## config.mk

```make
export PLATFORM = sky130hd
export DESIGN_NAME = easy_fifo_axis_rr_arb
export DESIGN_NICKNAME = d
export VERILOG_FILES = /design/src/rtl/easy_fifo_axis_rr_arb.sv
export SDC_FILE = /design/constraint.sdc
export NUM_CORES = 1
export LEC_CHECK = 0
export CORE_ASPECT_RATIO = 0.75
export CORE_MARGIN = 1
export CORE_UTILIZATION = 28
export CTS_CLUSTER_DIAMETER = 150
export DETAILED_ROUTE_END_ITERATION = 8
export PLACE_DENSITY = 0.95
export SLEW_MARGIN = 20
export SYNTH_ARGS = -nofsm -noshare
export SYNTH_HDL_FRONTEND = slang
export SYNTH_SLANG_ARGS = --single-unit
```

## constraint.sdc

```tcl
create_clock -name clk -period 4.35 [get_ports clk]
set_input_delay 0.87 -clock clk [delete_from_list [all_inputs] [get_ports clk]]
set_output_delay 0.87 -clock clk [all_outputs]
set_load 0.03 [all_outputs]
```

## src/rtl/easy_fifo_axis_rr_arb.sv

```systemverilog
// easy_fifo_axis_rr_arb
// Round-robin AXI-Stream arbiter that shares one FIFO write port among N_REQ
// producers. A requester is granted for a burst of up to BURST beats. A new
// burst is admitted only when the FIFO occupancy leaves room for a full burst.
// Every release is followed by one idle arbitration cycle.
module easy_fifo_axis_rr_arb #(
  parameter int N_REQ  = 4,
  parameter int DWIDTH = 32,
  parameter int BURST  = 8,
  parameter int DEPTH  = 16
) (
  input  logic                      clk,
  input  logic                      rst,
  input  logic [N_REQ*DWIDTH-1:0]   s_axis_tdata,
  input  logic [N_REQ-1:0]          s_axis_tvalid,
  output logic [N_REQ-1:0]          s_axis_tready,
  output logic [DWIDTH-1:0]         m_axis_tdata,
  output logic                      m_axis_tvalid,
  input  logic                      m_axis_tready,
  input  logic [$clog2(DEPTH):0]    fifo_cnt,
  output logic                      grant_valid,
  output logic [$clog2(N_REQ)-1:0]  grant_idx
);

  localparam int CNT_W = $clog2(DEPTH) + 1;
  localparam int IDX_W = $clog2(N_REQ);
  localparam int BC_W  = $clog2(BURST) + 1;

  localparam logic [BC_W-1:0]  BEAT_LAST = BC_W'(BURST - 1);
  localparam logic [CNT_W:0]   DEPTH_EXT = (CNT_W + 1)'(DEPTH);
  localparam logic [CNT_W:0]   BURST_EXT = (CNT_W + 1)'(BURST);
  localparam logic [IDX_W-1:0] IDX_LAST  = IDX_W'(N_REQ - 1);

  // Reject parameter sets the arbiter cannot honour.
  generate
    if (BURST < 1 || BURST > DEPTH) begin : g_bad_burst
      $error("easy_fifo_axis_rr_arb: BURST must be within 1..DEPTH");
    end
    if (N_REQ < 2) begin : g_bad_nreq
      $error("easy_fifo_axis_rr_arb: N_REQ must be at least 2");
    end
  endgenerate

  typedef enum logic [0:0] {
    ST_IDLE  = 1'b0,
    ST_GRANT = 1'b1
  } state_t;

  state_t            state_q;
  logic [IDX_W-1:0]  grant_idx_q;
  logic [IDX_W-1:0]  last_idx_q;
  logic [BC_W-1:0]   beat_cnt_q;

  logic [IDX_W-1:0]  winner_d;
  logic [IDX_W-1:0]  cand_s;
  logic              win_found_s;
  logic [CNT_W:0]    free_s;
  logic              room_s;
  logic              any_valid_s;
  logic              sel_valid_s;

  // Free space is computed one bit wider so an out-of-range count shows as
  // negative (MSB set) instead of wrapping to a large positive value.
  assign free_s      = DEPTH_EXT - {1'b0, fifo_cnt};
  assign room_s      = ~free_s[CNT_W] & (free_s >= BURST_EXT);
  assign any_valid_s = |s_axis_tvalid;
  assign sel_valid_s = s_axis_tvalid[grant_idx_q];

  // Round-robin pick: first valid requester after last_idx, wrapping modulo N_REQ.
  always_comb begin
    winner_d    = '0;
    cand_s      = '0;
    win_found_s = 1'b0;
    for (int k = 1; k <= N_REQ; k++) begin
      cand_s = IDX_W'((int'(last_idx_q) + k) % N_REQ);
      if (!win_found_s && s_axis_tvalid[cand_s]) begin
        winner_d    = cand_s;
        win_found_s = 1'b1;
      end else begin
        win_found_s = win_found_s;
      end
    end
  end

  // Zero-latency datapath: only the granted requester is forwarded and made ready.
  always_comb begin
    m_axis_tdata  = s_axis_tdata[int'(grant_idx_q)*DWIDTH +: DWIDTH];
    m_axis_tvalid = 1'b0;
    s_axis_tready = '0;
    if (state_q == ST_GRANT) begin
      m_axis_tvalid              = sel_valid_s;
      s_axis_tready[grant_idx_q] = m_axis_tready;
    end else begin
      m_axis_tvalid = 1'b0;
      s_axis_tready = '0;
    end
  end

  // Arbitration FSM: admit a burst from IDLE, count beats in GRANT, release on
  // the last beat or when the granted requester stops presenting data.
  always_ff @(posedge clk) begin
    if (rst) begin
      state_q     <= ST_IDLE;
      grant_idx_q <= '0;
      last_idx_q  <= IDX_LAST;
      beat_cnt_q  <= '0;
    end else begin
      case (state_q)
        ST_IDLE: begin
          if (any_valid_s && room_s) begin
            state_q     <= ST_GRANT;
            grant_idx_q <= winner_d;
            beat_cnt_q  <= '0;
          end
        end
        ST_GRANT: begin
          if (!sel_valid_s) begin
            state_q    <= ST_IDLE;
            last_idx_q <= grant_idx_q;
          end else if (m_axis_tready) begin
            beat_cnt_q <= beat_cnt_q + BC_W'(1'b1);
            if (beat_cnt_q == BEAT_LAST) begin
              state_q    <= ST_IDLE;
              last_idx_q <= grant_idx_q;
            end
          end
        end
        default: begin
          state_q <= ST_IDLE;
        end
      endcase
    end
  end

  assign grant_valid = (state_q == ST_GRANT);
  assign grant_idx   = grant_idx_q;

endmodule

```

### After elaboration in Yosys (flattened, before gate mapping)

Cells that the tools add are included.

| storage, ports and cells | value |
|---|---|
| flip-flop bits (word level) | 9 |
| bits of input ports | 140 |
| output and inout bits | 40 |
| word-level logic and storage cells | 73 |

| cells by class | value |
|---|---|
| $add $sub $neg | 6 |
| order comparisons | 7 |
| equal/unequal tests | 6 |
| shift-type cells | 1 |
| multiplexer cells | 33 |
| bitwise gates (word level) | 4 |
| reduce and logical (&&, ||, !) cells | 12 |

Operator list:

| operator | number |
|---|---|
| indexed part select 128 x 8 -> 32 bit | 1 |
| two-way mux 4 bit | 4 |
| less-than comparator 2 x 3 -> 1 bit, second input constant | 5 |
| two-way mux 1 bit | 14 |
| two-way mux 2 bit | 7 |
| binary-select mux 1 bit (select 2 bit) | 5 |
| case mux 4 bit (2 select lines) | 1 |
| >= comparator 6 x 4 -> 1 bit, second input constant | 1 |
| != test 2 bit, second input constant | 3 |
| AND reduction 3 bit | 2 |
| subtractor 5 x 5 -> 6 bit, first input constant | 1 |
| logical AND 1 bit | 5 |
| adder 2 x 1 -> 2 bit, second input constant | 2 |
| adder 2 bit, second input constant | 2 |
| adder 4 x 1 -> 4 bit, second input constant | 1 |
| AND 4 bit | 1 |
| == test 4 x 3 -> 1 bit, second input constant | 1 |
| != test 2 x 1 -> 1 bit, second input constant | 2 |
| OR reduction 4 bit | 1 |
| logical NOT 1 bit | 3 |
| demux 1 bit (select 2 bit) | 1 |
| >= comparator 2 x 1 -> 1 bit, second input constant | 1 |
| NOT 1 bit | 2 |
| case mux 1 bit (2 select lines) | 1 |
| other kinds (2) | 2 |

### Logic depth before layout (Yosys ltp)

| logic depth | value |
|---|---|
| word-level depth | 13 |
| gate-level depth with buffers | 5 |
| mapped depth without buffers | 5 |

### Least setup slack after synthesis

Ideal clock, no wire load.

| timing | value |
|---|---|
| kind | register to output |
| from | reg grant_idx_q[0] (netlist: grant_idx[0]) |
| to | out m_axis_tdata[13] |
| data arrival time | 1721 ps |
| data required time | 3480 ps |
| path slack | 1759 ps |
| stages on the path, launching flop included | 4 |
| path buffers | 2 |
| path through | dfxtp_1 -> buf_2 -> buf_2 -> mux4_2 |

| on the way | value |
|---|---|
| cells in the longest elaborated chain, start to end | 1 |

RTL lines:

| item | RTL line | RTL |
|---|---|---|
| from (decl) | 50 | `logic [IDX_W-1:0] grant_idx_q;` |
| from (signal assigned) | 112 | `grant_idx_q <= winner_d;` |
| indexed part select 128 x 8 -> 32 bit | 87 | `m_axis_tdata = s_axis_tdata[int'(grant_idx_q)*DWIDTH +: DWIDTH];` |
| to (decl) | 17 | `output logic [DWIDTH-1:0] m_axis_tdata,` |

Every way passes these cells.

### Worst setup path after layout

| timing | value |
|---|---|
| from | in s_axis_tvalid[3] |
| to | out m_axis_tvalid |

| on the way | value |
|---|---|
| cells in the longest elaborated chain, start to end | 3 |

RTL lines:

| item | RTL line | RTL |
|---|---|---|
| from (decl) | 15 | `input logic [N_REQ-1:0] s_axis_tvalid,` |
| binary-select mux 1 bit (select 2 bit) | 67 | `assign sel_valid_s = s_axis_tvalid[grant_idx_q];` |
| two-way mux 1 bit (implied by the code) | 67 |  |
| two-way mux 1 bit | 90 | `if (state_q == ST_GRANT) begin` |
| to (decl) | 18 | `output logic m_axis_tvalid,` |

Every way passes these cells. The select of a mux whose other input is x is not followed.

==> results.yml <==
synth:
  synth_nets: 253
  synth_edf_count: 0
  ys_seq_area_share_pct: 13.2
  synth_seq_cells: 9
  synthesis.instances: 112
  synth_area_per_cell_sq_um: 12.2
  syn-cell-area_sq_um: 1360
  async_reset_ff_share_pct: 0
  yosysWarnings: 0
  synthFlopType: "dfxtp_1"
  yosysUniqueCellTypes: 35
place:
  placed_area_sq_um: 3200
  gp_congestion: 0.821
  dpl.hpwl_um: 5530
  numPortBuffers: 179
drt:
  drt-total-wl_um: 6400
  vias_per_cell: 5.29
  via_count: 1816
  drtAntennaViolNets: 0
  wire_per_inst_um: 18.7
  drc: 0
  first_pass_iters: 4
  drt_iter0_drc: 54
power:
  p_sw_w: 0.000192
  powerDensity_nw_per_um2: 177
  swShare_pct: 33.4
  power_frac_seq_pct: 16.6
  internal_power_w: 0.000383
  combPwrFrac_pct: 66.3
  ir_drop_uv: 136
  p_leak_nw: 1.12
  clkPwrFrac_pct: 17.1
  power_w: 0.000576
floorplanning:
  start_util_pct: 29.8
  core-area_sq_um: 4570
  io_pins: 180
  fp.dieH_um: 62.4
  die_area_sq_um: 5150
  rows: 21
  die_w_um: 82.6
clocking:
  cts_resized: 0
  cts_root_buf: "clkbuf_8"
  clockBufferDepth: 2
  tritoncts: "yes"
  cts_buffers: 3
  clk_latency_ns: 0.24
  cts_setup_buffers: 0
  cts.sinks: 9
  ctsHoldBuffers: 0
  h-tree-depth: 1
  clkTransAtPathRegs_ns: 0.04
grt:
  grt_start_max_net_pins: 30
  grt_pass1_wl_um: 9290
  grt_use_total_pct: 24.3
  antenna_found_initial: 0
  grt_pass1_vias: 1815
  grt-ovfl-total: 0
layout:
  syn_to_final_growth_pct: 138
  drive_gt1_share_pct: 15.0
  nNetsFinal: 428
  stdcell_area_sq_um: 3240
  utilization_pct: 71.0
  antennaDiodeCount: 0
worst_setup_path:
  crit_fanout: 7
  crit_top_cell: "clkdlybuf4s50_1"
  crit_path_cell_trace: "clkdlybuf4s50_1 > mux4_1 > and2_1 > clkdlybuf4s50_1"
  crit_slowest_cell: "clkdlybuf4s50_1"
  cp-end-kind: "output pin"
  reg2regPathDepth: 4
  crit_required_ns: 3.48
  crit_arrival_ns: 2.72
  critical_path_class: "primary input to output pin"
  cpPeakStageDelay_ns: 0.60
  path_delay_family: "buffers and inverters"
  cp_num_cells: 4
  path_buf_inv: 2
  startpoint_type: "primary input"
status:
  status: "completed"
worst_hold_path:
  hold_depth: 2
  min_path_type: "register to register"
timing:
  holdWs_ns: 0.518
  maxSlewHeadroom_pct: 65.3
  drv_slew: 0
  finalHoldViolCount: 0
  setup_viol_count_final: 0
  tightest_slew_ns: 0.520
  finClkSkew_ns: 0.000962
  period_share_pct: 82.6
  rsz0062_at_grt: "false"
  period_minus_slack_ns: 3.59
  max_freq_ghz: 0.278
  setup_tns_ns: 0
run:
  maxCapViolations: 0
[layer usage]
metal  global-route usage [%]  routed length (um)  vias up
met5                        0                   0        -
met1                     26.8                2270      877
met4                     7.11                 160        0
met2                     45.5                3420       92
li1                         -                   -      829
met3                     5.11                 553       18
[metrics by stage]
| step | worst slack [ns] | cells |
|---|---|---|
| 2_1_floorplan | 1.76 | 112 |
| 3_3_place_gp | 0.808 | 339 |
| 3_5_place_dp | 0.792 | 339 |
| 4_1_cts | 0.777 | 343 |
| 5_1_grt | 0.721 | 343 |
| 6_report | 0.756 | 343 |
[synth_stat cells (2+ instances only)]
| master | number | share of area (%) |
|---|---|---|
| mux4_2 | 32 | 53 |
| nand3_1 | 5 | 1.8 |
| dfxtp_1 | 9 | 13 |
| o2111ai_1 | 2 | 1.3 |
| buf_2 | 6 | 2.2 |
| nor2_1 | 6 | 1.7 |
| nand2b_1 | 2 | 0.92 |
| o22ai_1 | 2 | 0.92 |
| mux2i_1 | 4 | 2.9 |
| inv_1 | 6 | 1.7 |
| a21oi_1 | 6 | 2.2 |
| o221ai_1 | 2 | 1.3 |
| nand2_1 | 6 | 1.7 |
| buf_1 | 3 | 0.83 |
[layout by cell type, fill, tap and decap left out]
cell / count
a2111o_1: 1
a2111oi_2: 1
a21boi_1: 1
a21oi_1: 6
a31o_2: 1
a31oi_1: 1
and2_1: 1
and3_1: 1
and3_4: 1
buf_12: 1
buf_4: 1
clkbuf_1: 1
clkbuf_8: 3
clkdlybuf4s50_1: 179
dfxtp_1: 7
dfxtp_2: 2
ha_1: 1
inv_1: 6
mux2i_1: 4
mux4_1: 1
mux4_2: 32
nand2_1: 6
nand2b_1: 2
nand3_1: 5
nand3b_1: 1
nand4b_1: 1
nor2_1: 6
nor2b_1: 1
o2111ai_1: 2
o21a_1: 1
o21ai_0: 1
o221ai_1: 2
o22a_1: 1
o22ai_1: 2
o31a_1: 1
o31ai_1: 1
or4_4: 1
[cell type report]
type,count,area (sq um)
tap,57,71.3
multi-input combinational,86,1100
timing repair buffer,181,1820
fill,346,1330
clock buffer,4,45.0
sequential,9,183
inverter,6,22.5
[power groups by stage]
stage               sequential, W  combinational (W)  clock [W]
CTS                     0.0000953           0.000384  0.0000990
finish                  0.0000953           0.000382  0.0000985
global route            0.0000963           0.000403   0.000104
global placement        0.0000964           0.000376          0
detailed placement      0.0000968           0.000382          0
floorplan               0.0000934           0.000175          0
[tightest hold or removal path, cell delays in order, from the launching register on]
cell,delay (ns)
dfxtp_1,0.32
nand3_1,0.08
a21oi_1,0.06
[flip-flops by register name, summed over array words and instances, names as in the netlist]
| signal | count |
|---|---|
| beat_cnt_q | 4 |
| grant_idx | 2 |
| last_idx_q | 2 |
| grant_valid | 1 |
[logic make-up (layout without fill, tap and decap cells)]
kind of cell	count (synthesis)	in the layout	share of synthesized area (%)
buffers and inverters	17	191	5.78
multiplexers	37	37	57.8
AND/OR/NAND/NOR	26	26	10.3
flip-flops	9	9	13.2
adder cells (fa/ha/maj)	1	1	0.918
AO/OA/AOI/OAI	22	22	12.0
[path summary, 6_finish.rpt]
path | from | endpoint | slack (ns)
worst max-delay path | s_axis_tvalid[3] | m_axis_tvalid | 0.76
worst max register to register | grant_idx[1] | last_idx_q[1] | 2.53
worst min-delay path | beat_cnt_q[1] | beat_cnt_q[1] | 0.52
worst min register to register | beat_cnt_q[1] | beat_cnt_q[1] | 0.52
Note: power is estimated with default switching activity, not from simulation.
